**src/rtl/hazard_scoreboard.sv**
```systemverilog
// RAW hazard controller for the ID stage: tracks in-flight destinations in EX/MEM/WB
// slots, stalls IF/ID on a dependency, squashes IF/ID and ID/EX on a taken branch.
module hazard_scoreboard #(
   parameter bit          WB_BYPASS = 1'b1,
   parameter int unsigned CNT_W     = 16
) (
   input  logic             clk,
   input  logic             rst,
   input  logic             id_valid,
   input  logic [4:0]       id_instr_bits_25_21,
   input  logic [4:0]       id_instr_bits_20_16,
   input  logic [4:0]       id_instr_bits_15_11,
   input  logic             id_uses_rs,
   input  logic             id_uses_rt,
   input  logic             id_RegDst,
   input  logic             id_RegWrite,
   input  logic             ex_branch_taken,
   output logic             pc_write,
   output logic             if_id_write,
   output logic             if_id_flush,
   output logic             id_ex_bubble,
   output logic [CNT_W-1:0] stall_count,
   output logic [CNT_W-1:0] flush_count
);

   localparam int unsigned REG_W = 5;

   typedef struct packed {
      logic             valid;
      logic [REG_W-1:0] dest;
   } slot_t;

   slot_t            ex_q, ex_d, mem_q, mem_d, wb_q, wb_d;
   logic [CNT_W-1:0] stall_cnt_q, stall_cnt_d;
   logic [CNT_W-1:0] flush_cnt_q, flush_cnt_d;

   logic [REG_W-1:0] id_dest;
   logic             id_wr;
   logic             rs_hit, rt_hit;
   logic             hazard, stall, flush;

   // $zero is never a real dependency, whatever the slot holds
   function automatic logic slot_match(input slot_t s, input logic [REG_W-1:0] r);
      return s.valid && (r != '0) && (s.dest == r);
   endfunction

   // Hazard detection and pipeline control, all from current inputs and slot state
   always_comb begin
      id_dest      = id_RegDst ? id_instr_bits_15_11 : id_instr_bits_20_16;
      id_wr        = id_valid & id_RegWrite & (id_dest != '0);

      rs_hit       = slot_match(ex_q, id_instr_bits_25_21) | slot_match(mem_q, id_instr_bits_25_21);
      rt_hit       = slot_match(ex_q, id_instr_bits_20_16) | slot_match(mem_q, id_instr_bits_20_16);
      if (!WB_BYPASS) begin
         rs_hit = rs_hit | slot_match(wb_q, id_instr_bits_25_21);
         rt_hit = rt_hit | slot_match(wb_q, id_instr_bits_20_16);
      end

      hazard       = id_valid & ((id_uses_rs & rs_hit) | (id_uses_rt & rt_hit));
      flush        = ex_branch_taken;
      stall        = hazard & ~flush;

      pc_write     = ~stall;
      if_id_write  = ~stall;
      if_id_flush  = flush;
      id_ex_bubble = stall | flush;
   end

   // Next-state: slots always shift; a stalled or squashed ID enters EX as an empty slot
   always_comb begin
      wb_d        = mem_q;
      mem_d       = ex_q;
      ex_d        = '0;
      stall_cnt_d = stall_cnt_q;
      flush_cnt_d = flush_cnt_q;

      if (!(stall | flush)) begin
         ex_d.valid = id_wr;
         ex_d.dest  = id_dest;
      end
      if (stall && (stall_cnt_q != '1)) stall_cnt_d = stall_cnt_q + CNT_W'(1);
      if (flush && (flush_cnt_q != '1)) flush_cnt_d = flush_cnt_q + CNT_W'(1);
   end

   always_ff @(posedge clk) begin
      if (rst) begin
         ex_q        <= '0;
         mem_q       <= '0;
         wb_q        <= '0;
         stall_cnt_q <= '0;
         flush_cnt_q <= '0;
      end else begin
         ex_q        <= ex_d;
         mem_q       <= mem_d;
         wb_q        <= wb_d;
         stall_cnt_q <= stall_cnt_d;
         flush_cnt_q <= flush_cnt_d;
      end
   end

   assign stall_count = stall_cnt_q;
   assign flush_count = flush_cnt_q;

endmodule

```
**config.mk**
```make
export PLATFORM = sky130hd
export DESIGN_NAME = hazard_scoreboard
export DESIGN_NICKNAME = d
export VERILOG_FILES = /design/src/rtl/hazard_scoreboard.sv
export SDC_FILE = /design/constraint.sdc
export NUM_CORES = 1
export LEC_CHECK = 0
export ABC_AREA = 1
export CAP_MARGIN = 20
export CORE_ASPECT_RATIO = 1.75
export CORE_MARGIN = 2
export CORE_UTILIZATION = 55
export CTS_CLUSTER_DIAMETER = 60
export DETAILED_ROUTE_END_ITERATION = 8
export PLACE_DENSITY_LB_ADDON = 0.25
export SYNTH_ARGS = -nofsm -noshare
export SYNTH_HDL_FRONTEND = slang
export SYNTH_SLANG_ARGS = --single-unit
```
**constraint.sdc**
```tcl
create_clock -name clk -period 3.1 [get_ports clk]
set_clock_uncertainty 0.15 [all_clocks]
set_input_delay 0.465 -clock clk [delete_from_list [all_inputs] [get_ports clk]]
set_output_delay 0.465 -clock clk [all_outputs]
set_load 0.02 [all_outputs]
```
==> results of run 1 <==
-- worst max-delay path, delay by kind of cell --
kind | cells | cell delay [ns]
buffers and inverters | 3 | 0.87
and+or+nand+nor | 9 | 0.80
-- layer usage --
metal / wire, µm / up-vias / share of wire / track usage
li1: - / 1478 / - / -
met1: 2860 / 1281 / 0.36 / 0.293
met2: 4300 / 114 / 0.55 / 0.572
met3: 415 / 27 / 0.053 / 0.0401
met4: 295 / 0 / 0.037 / 0.136
met5: 0 / - / 0 / 0
-- per-stage QoR --
| stage | hold WS [ns] | cell area [µm²] | TNS (ns) |
|---|---|---|---|
| 2_1_floorplan | 0.266 | 2710 | 0 |
| 3_3_place_gp | 0.293 | 3340 | -0.00663 |
| 3_5_place_dp | 0.300 | 3340 | 0 |
| 4_1_cts | 0.315 | 3450 | 0 |
| 5_1_grt | 0.348 | 3460 | 0 |
| 6_report | 0.310 | 3460 | 0 |
-- where the power goes --
group / internal (W) / switching, W
clock network: 0.000243 / 0.000215
registers: 0.000572 / 0.00000603
logic: 0.0000587 / 0.0000814
-- cells in the final DEF (no fill, tap or decap), drive strengths merged --
master         count
clkdlybuf4s50     55
o21a               1
clkinvlp           1
nor2              79
o21ai             23
and3               1
o211ai             2
a31oi              1
dfxtp             44
buf                8
xor2               2
inv               79
o21bai             5
clkbuf             5
bufinv             1
nor3               7
nand3             23
xnor2              1
nand2            118
dlymetal6s2s       3
nor4               2
clkinv             2
ha                 2
a21oi             16
nand4             19
-- worst paths after layout --
check / start / to / slack (ns) / cells past startpoint
min reg2reg: ex_q[5]$_SDFF_PP0_ / mem_q[5]$_SDFF_PP0_ / 0.31 / 2
max: id_instr_bits_25_21[0] / id_ex_bubble / 0.35 / 12
min: ex_q[5]$_SDFF_PP0_ / mem_q[5]$_SDFF_PP0_ / 0.31 / 2
max reg2reg: flush_count[0]$_SDFFE_PP0P_ / flush_count[8]$_SDFFE_PP0P_ / 0.91 / 11
-- layout make-up --
type,instances,area [µm²]
Multi-Input combinational cell,302,1450
Fill cell,386,1250
Sequential cell,44,881
Timing Repair Buffer,66,648
Inverter,80,300
Clock buffer,5,68.8
Tap cell,52,65.1
Clock inverter,3,46.3
-- timing repair --
action | in CTS | in global routing
resized for setup | 0 | 3
hold buffers | 0 | 0
endpoints found under the setup margin | 0 | 3
-- flip-flops by register name, indices dropped and copies added (netlist names) --
register / cells
ex_q: 6
flush_count: 16
stall_count: 16
mem_q: 6
-- cell families (layout without fill, tap and decap cells) --
group,after synthesis,count (layout),synth area share
AO/OA/AOI/OAI,48,48,0.0965
buffers and inverters,90,154,0.140
AND/OR/NAND/NOR,249,249,0.419
XOR/XNOR,3,3,0.00969
adder cells (fa/ha/maj),2,2,0.00923
flip-flops,44,44,0.325
==> flow_metrics.tcl, run 1 <==
set metrics [dict create \
    gp_congestion 0.988 \
    synth_top_flop_cell "dfxtp_1" \
    drive_gt1_frac 0.0960 \
    wl_per_cell_um 14.3 \
    synthTopCellsByCount "nand2_1, nor2_1, inv_1, dfxtp_1, nand3_1" \
    drc 0 \
    clkLatencyLatePin_ns 0.31 \
    p_leak_nw 1.51 \
    ys_top_cells_by_area "dfxtp_1, nand2_1, nor2_1" \
    power_density_nw_per_um2 340 \
    final_cell_count_no_fill 552 \
    cp.required_ns 2.48 \
    nNetsFinal 524 \
    synthArstFlopShare 0 \
    die_area_um2 5530 \
    root_buffer "clkbuf_8" \
    yosysWarnings 0 \
    postRouteAntennaNets 0 \
    hold_class "flop to flop" \
    fin_crit_sh 0.889 \
    grt_pass1_vias 2900 \
    rsz0062_at_grt "no" \
    worst_pin_slew_ns 0.382 \
    outcome "completed" \
    wl_mm 7.87 \
    drtIter0Drc 151 \
    post-route-util 0.735 \
    cts.sinks 44 \
    grt_max_degree 16 \
    track_usage 0.296 \
    numCtsBuffers 5 \
    area_growth_pct 27.6 \
    clockBufferDepth 2 \
    grt_pass1_wl_mm 12.9 \
    overflow 0 \
    max_stage_delay_ns 0.54 \
    place_hpwl_mm 5.96 \
    irDropWorstVdd_mv 0.489 \
    period_needed_ns 2.75 \
    io_pins 59 \
    synth_top_cell_by_area "dfxtp_1" \
    viasPerCell 5.25 \
    synth_seq_cells 44 \
    port_buffers 58 \
    pre_cts_slack_ns 0.0273 \
    cts_tree "done" \
    first_pass_iters 4 \
    startpoint_type "input pin" \
    slew_headroom 0.744 \
    die_x_um 57.1 \
    netlist.area_leader.share 0.325 \
    h-tree-depth 2 \
    antenna_found_initial 0 \
    final-setup-viol-count 0 \
    yosysMostFrequentCell "nand2_1" \
    yosysSeqAreaShare 0.325 \
    floorplan.initialDensity 0.576 \
    rows 33 \
    crit_fanout 4 \
    synth_area_um2 2710 \
    cp_common_cell "nand2_1" \
    syn_inst 436 \
    synth_edf_count 0 \
    cp_cell_sequence "clkdlybuf4s50_1, inv_1, nand2_1, nand2_1, nor2_1, nand3_1, nand2_1, nand2_2, nand2_4, nand2_1, nand2_1, dlymetal6s2s_1" \
    antenna_cells 0 \
    avgSynthCellArea_um2 6.22 \
    clkTransAtPathRegs_ns 0.09 \
    criticalPathCategory "input pin to primary output" \
    fmax_mhz 363 \
    placed_cells 544 \
    crit_path_top_delay_cell "clkdlybuf4s50_1" \
    critPathArrivalTime_ns 2.14 \
    coreArea_um2 4710 \
    postCtsSetupBuffers 0 \
    end_kind "primary output" \
    maxSlewViolCount 0 \
    cap_violations 0 \
    die_h_um 96.9 \
    routed-via-count 2900 \
    syn_nets 461 \
    power_w 0.00118 \
    finalHoldViolCount 0 \
    setup_ws_ns 0.345 \
    yosysUniqueCellTypes 33 \
]
Power figures use the tool's default switching activity.
==> inputs of run 2 (changes only) <==
--- a/config.mk
+++ b/config.mk
@@ -13,6 +13,7 @@
 export CTS_CLUSTER_DIAMETER = 60
 export DETAILED_ROUTE_END_ITERATION = 8
 export PLACE_DENSITY_LB_ADDON = 0.25
+export REMOVE_ABC_BUFFERS = 1
 export SYNTH_ARGS = -nofsm -noshare
 export SYNTH_HDL_FRONTEND = slang
 export SYNTH_SLANG_ARGS = --single-unit
==> flow_metrics.tcl, run 2 (synthesized netlist as in run 1, its figures left out) <==
set metrics [dict create \
    p_clk_frac 0.393 \
    postRouteAntennaNets 0 \
    clkLatencyLatePin_ns 0.30 \
    period_needed_ns 2.95 \
    critPathArrivalTime_ns 2.33 \
    setup_ws_ns 0.152 \
    outcome "completed" \
    coreArea_um2 4710 \
    area_growth_pct 26.5 \
    antenna_cells 0 \
    rows 33 \
    mostFrequentLayoutCells "nand2_1, nor2_1, inv_1, clkdlybuf4s50_1, dfxtp_1" \
    final_common_cell "nand2_1" \
    cp_common_cell "nand2_1" \
    p_sw_frac 0.253 \
    root_buffer "clkbuf_8" \
    fin_crit_sh 0.951 \
    final-seq-area_um2 881 \
    ctsResizeCount 0 \
    cp.required_ns 2.48 \
    holdBufCountCts 0 \
    cts_tree "done" \
    cap_violations 0 \
    maxSlewViolCount 0 \
    startpoint_type "input pin" \
    port_buffers 58 \
    die_x_um 57.1 \
    criticalPathCategory "input pin to primary output" \
    crit_fanout 4 \
    drc 0 \
    h-tree-depth 2 \
    cp_cell_sequence "clkdlybuf4s50_1, inv_1, nand2_1, nand2_1, nor2_1, nand3_1, nand2_1, nand2_2, nand2_4, nand2_1, nand2_1, clkdlybuf4s50_1" \
    first_pass_iters 5 \
    pre_cts_slack_ns 0.168 \
    antenna_found_initial 0 \
    viasPerCell 5.15 \
    overflow 0 \
    dpl_cell_area_um2 3310 \
    fmax_mhz 339 \
    drive_gt1_frac 0.0905 \
    multiInputGateArea_um2 1450 \
    io_pins 59 \
    clockBufferDepth 2 \
    track_usage 0.248 \
    end_kind "primary output" \
    numCtsBuffers 5 \
    irDropWorstVdd_mv 0.267 \
    wl_per_cell_um 12.2 \
    final_cell_count_no_fill 549 \
    postCtsSetupBuffers 0 \
    placed_cells 541 \
    slew_headroom 0.698 \
    rsz0062_at_grt "no" \
    gp_congestion 0.934 \
    grt_max_degree 16 \
    grt_pass1_vias 2676 \
    power.switching_w 0.000296 \
    hold_ws_ns 0.314 \
    p_seq_frac 0.495 \
    design_area_um2 3430 \
    p_leak_nw 1.49 \
    place_hpwl_mm 5.16 \
    max_stage_delay_ns 0.60 \
    p_int_w 0.000872 \
    grt_pass1_wl_mm 11.2 \
    fillerInstances 422 \
    r2r_slack_ns 1.07 \
    combPwrFrac 0.112 \
    clkTransAtPathRegs_ns 0.09 \
    hold_class "flop to flop" \
    finalHoldViolCount 0 \
    fin_setup_tns_ns 0 \
    power_density_nw_per_um2 341 \
    floorplan.initialDensity 0.576 \
    wl_mm 6.68 \
    routed-via-count 2828 \
    die_area_um2 5530 \
    crit_path_top_delay_cell "clkdlybuf4s50_1" \
    final-setup-viol-count 0 \
    cts.sinks 44 \
    die_h_um 96.9 \
    nNetsFinal 521 \
    drtIter0Drc 137 \
    worst_pin_slew_ns 0.452 \
]
run 2: metrics by stage:
stage / power, W / util
floorplan: 0.000652 / -
global placement: 0.000722 / 0.704
detailed placement: 0.000722 / 0.704
CTS: 0.00118 / 0.729
global route: 0.00122 / 0.729
finish: 0.00117 / 0.729
run 2: path summary, 6_finish.rpt:
| check | startpoint | endpoint | cells after the start |
|---|---|---|---|
| min | ex_q[5]$_SDFF_PP0_ | mem_q[5]$_SDFF_PP0_ | 2 |
| min reg2reg | ex_q[5]$_SDFF_PP0_ | mem_q[5]$_SDFF_PP0_ | 2 |
| max | id_instr_bits_25_21[0] | id_ex_bubble | 12 |
| max reg2reg | flush_count[0]$_SDFFE_PP0P_ | flush_count[8]$_SDFFE_PP0P_ | 11 |
run 2: metal layers:
metal  GRT usage  share of wire
met5           0              0
met2       0.462           0.54
met3      0.0348          0.036
met1       0.268           0.40
met4      0.0984          0.022
run 2: power by group through the flow:
stage | logic [W] | clock network, W | registers, W
after detailed placement | 0.000130 | 0 | 0.000592
after global placement | 0.000130 | 0 | 0.000592
after floorplan | 0.0000590 | 0 | 0.000593
after global routing | 0.000146 | 0.000491 | 0.000580
after CTS | 0.000131 | 0.000468 | 0.000579
final | 0.000131 | 0.000459 | 0.000579
run 2: critical path: cells and delay by family:
family	cells	cell delay, ns
AND/OR/NAND/NOR	9	0.65
buffers and inverters	3	1.21
run 2: layout make-up:
cell class	count	share of cell area
timing repair buffer	63	0.180
clock inverter	3	0.0135
clock buffer	5	0.0201
sequential	44	0.257
tap	52	0.0190
multi-input combinational	302	0.423
inverter	80	0.0876
==> inputs of run 3 (changes only) <==
--- a/config.mk
+++ b/config.mk
@@ -10,6 +10,7 @@
 export CORE_ASPECT_RATIO = 1.75
 export CORE_MARGIN = 2
 export CORE_UTILIZATION = 55
+export CTS_BUF_LIST = sky130_fd_sc_hd__clkbuf_16
 export CTS_CLUSTER_DIAMETER = 60
 export DETAILED_ROUTE_END_ITERATION = 8
 export PLACE_DENSITY_LB_ADDON = 0.25
==> flow_metrics.tcl, run 3 (synthesized netlist as in run 1, its figures left out) <==
set metrics [dict create \
    worst_pin_slew_ns 0.450 \
    antenna_cells 0 \
    max_stage_delay_ns 0.60 \
    clockBufferDepth 2 \
    place_hpwl_mm 5.16 \
    drive_gt1_frac 0.0905 \
    cpLargestDelayFamily "buffers and inverters" \
    p_sw_frac 0.234 \
    cts_tree "done" \
    power_density_nw_per_um2 379 \
    final-setup-viol-count 0 \
    irDropWorstVdd_mv 0.399 \
    outcome "completed" \
    coreArea_um2 4710 \
    cp.required_ns 2.48 \
    grt_pass1_vias 2662 \
    root_buffer "clkbuf_16" \
    cp_cell_sequence "clkdlybuf4s50_1, inv_1, nand2_1, nand2_1, nor2_1, nand3_1, nand2_1, nand2_2, nand2_4, nand2_1, nand2_1, clkdlybuf4s50_1" \
    power_w 0.00132 \
    grt_max_degree 16 \
    h-tree-depth 2 \
    first_pass_iters 4 \
    power.switching_w 0.000309 \
    rsz0062_at_grt "no" \
    p_int_w 0.00101 \
    slew_headroom 0.700 \
    p_leak_nw 1.52 \
    critPathArrivalTime_ns 2.33 \
    drtIter0Drc 144 \
    antenna_found_initial 0 \
    crit_fanout 4 \
    end_kind "primary output" \
    nNetsFinal 521 \
    viasPerCell 5.11 \
    p_clk_frac 0.463 \
    wl_per_cell_um 12.2 \
    maxSlewViolCount 0 \
    rows 33 \
    overflow 0 \
    ctsResizeCount 0 \
    area_growth_pct 28.6 \
    cp_common_cell "nand2_1" \
    port_buffers 58 \
    fmax_mhz 339 \
    floorplan.initialDensity 0.576 \
    fin_crit_sh 0.951 \
    crit_buf_inv 3 \
    startpoint_type "input pin" \
    track_usage 0.246 \
    grt_pass1_wl_mm 11.2 \
    fin_setup_tns_ns 0 \
    clkTransAtPathRegs_ns 0.06 \
    io_pins 59 \
    criticalPathCategory "input pin to primary output" \
    clkLatencyLatePin_ns 0.29 \
    final_common_cell "nand2_1" \
    die_area_um2 5530 \
    p_seq_frac 0.438 \
    die_x_um 57.1 \
    cap_violations 0 \
    wl_mm 6.69 \
    hold_class "flop to flop" \
    combPwrFrac 0.099 \
    numCtsBuffers 5 \
    hold_ws_ns 0.312 \
    gp_congestion 0.934 \
    holdBufCountCts 0 \
    mostFrequentLayoutCells "nand2_1, nor2_1, inv_1, clkdlybuf4s50_1, dfxtp_1" \
    drc 0 \
    cts.sinks 44 \
    finalHoldViolCount 0 \
    routed-via-count 2808 \
    die_h_um 96.9 \
    period_needed_ns 2.95 \
    postCtsSetupBuffers 0 \
    postRouteAntennaNets 0 \
    crit_path_top_delay_cell "clkdlybuf4s50_1" \
]
run 3: tightest hold or removal path: stages (launching register included):
cell and delay (ns):
dfxtp_1 0.33, inv_1 0.06, nor2_1 0.03
run 3: stage by stage:
step / instances / area (µm²) / setup slack [ns] / utilization
4_1_cts: 549 / 3490 / 0.149 / 0.741
5_1_grt: 549 / 3490 / 0.0240 / 0.741
3_5_place_dp: 541 / 3310 / 0.168 / 0.704
3_3_place_gp: 541 / 3310 / 0.177 / 0.704
6_report: 549 / 3490 / 0.151 / 0.741
2_1_floorplan: 426 / 2630 / 1.21 / -
run 3: final cells by class:
class,instances,area (µm²)
clock buffer,5,125
clock inverter,3,46.3
fill,410,1220
inverter,80,300
multi-input combinational,302,1450
sequential,44,881
tap,52,65.1
timing repair buffer,63,618
run 3: final timing paths:
check	slack, ns	startpoint	end	depth (start not counted)
setup / recovery	0.15	id_instr_bits_25_21[0]	id_ex_bubble	12
hold / removal	0.31	ex_q[5]$_SDFF_PP0_	mem_q[5]$_SDFF_PP0_	2
setup reg to reg	1.03	flush_count[0]$_SDFFE_PP0P_	flush_count[8]$_SDFFE_PP0P_	11
hold reg to reg	0.31	ex_q[5]$_SDFF_PP0_	mem_q[5]$_SDFF_PP0_	2
run 3: power groups by stage:
stage | registers (W) | clock network [W] | logic (W)
CTS | 0.000579 | 0.000626 | 0.000131
global route | 0.000580 | 0.000649 | 0.000146
global placement | 0.000592 | 0 | 0.000130
floorplan | 0.000593 | 0 | 0.0000590
finish | 0.000579 | 0.000612 | 0.000131
detailed placement | 0.000592 | 0 | 0.000130
run 3: per-layer routing:
layer / up-vias / part of all wire / global-route usage
met3: 10 / 0.034 / 0.0361
met1: 1260 / 0.40 / 0.266
met5: - / 0 / 0
met4: 0 / 0.017 / 0.0823
met2: 62 / 0.54 / 0.466
li1: 1476 / - / -
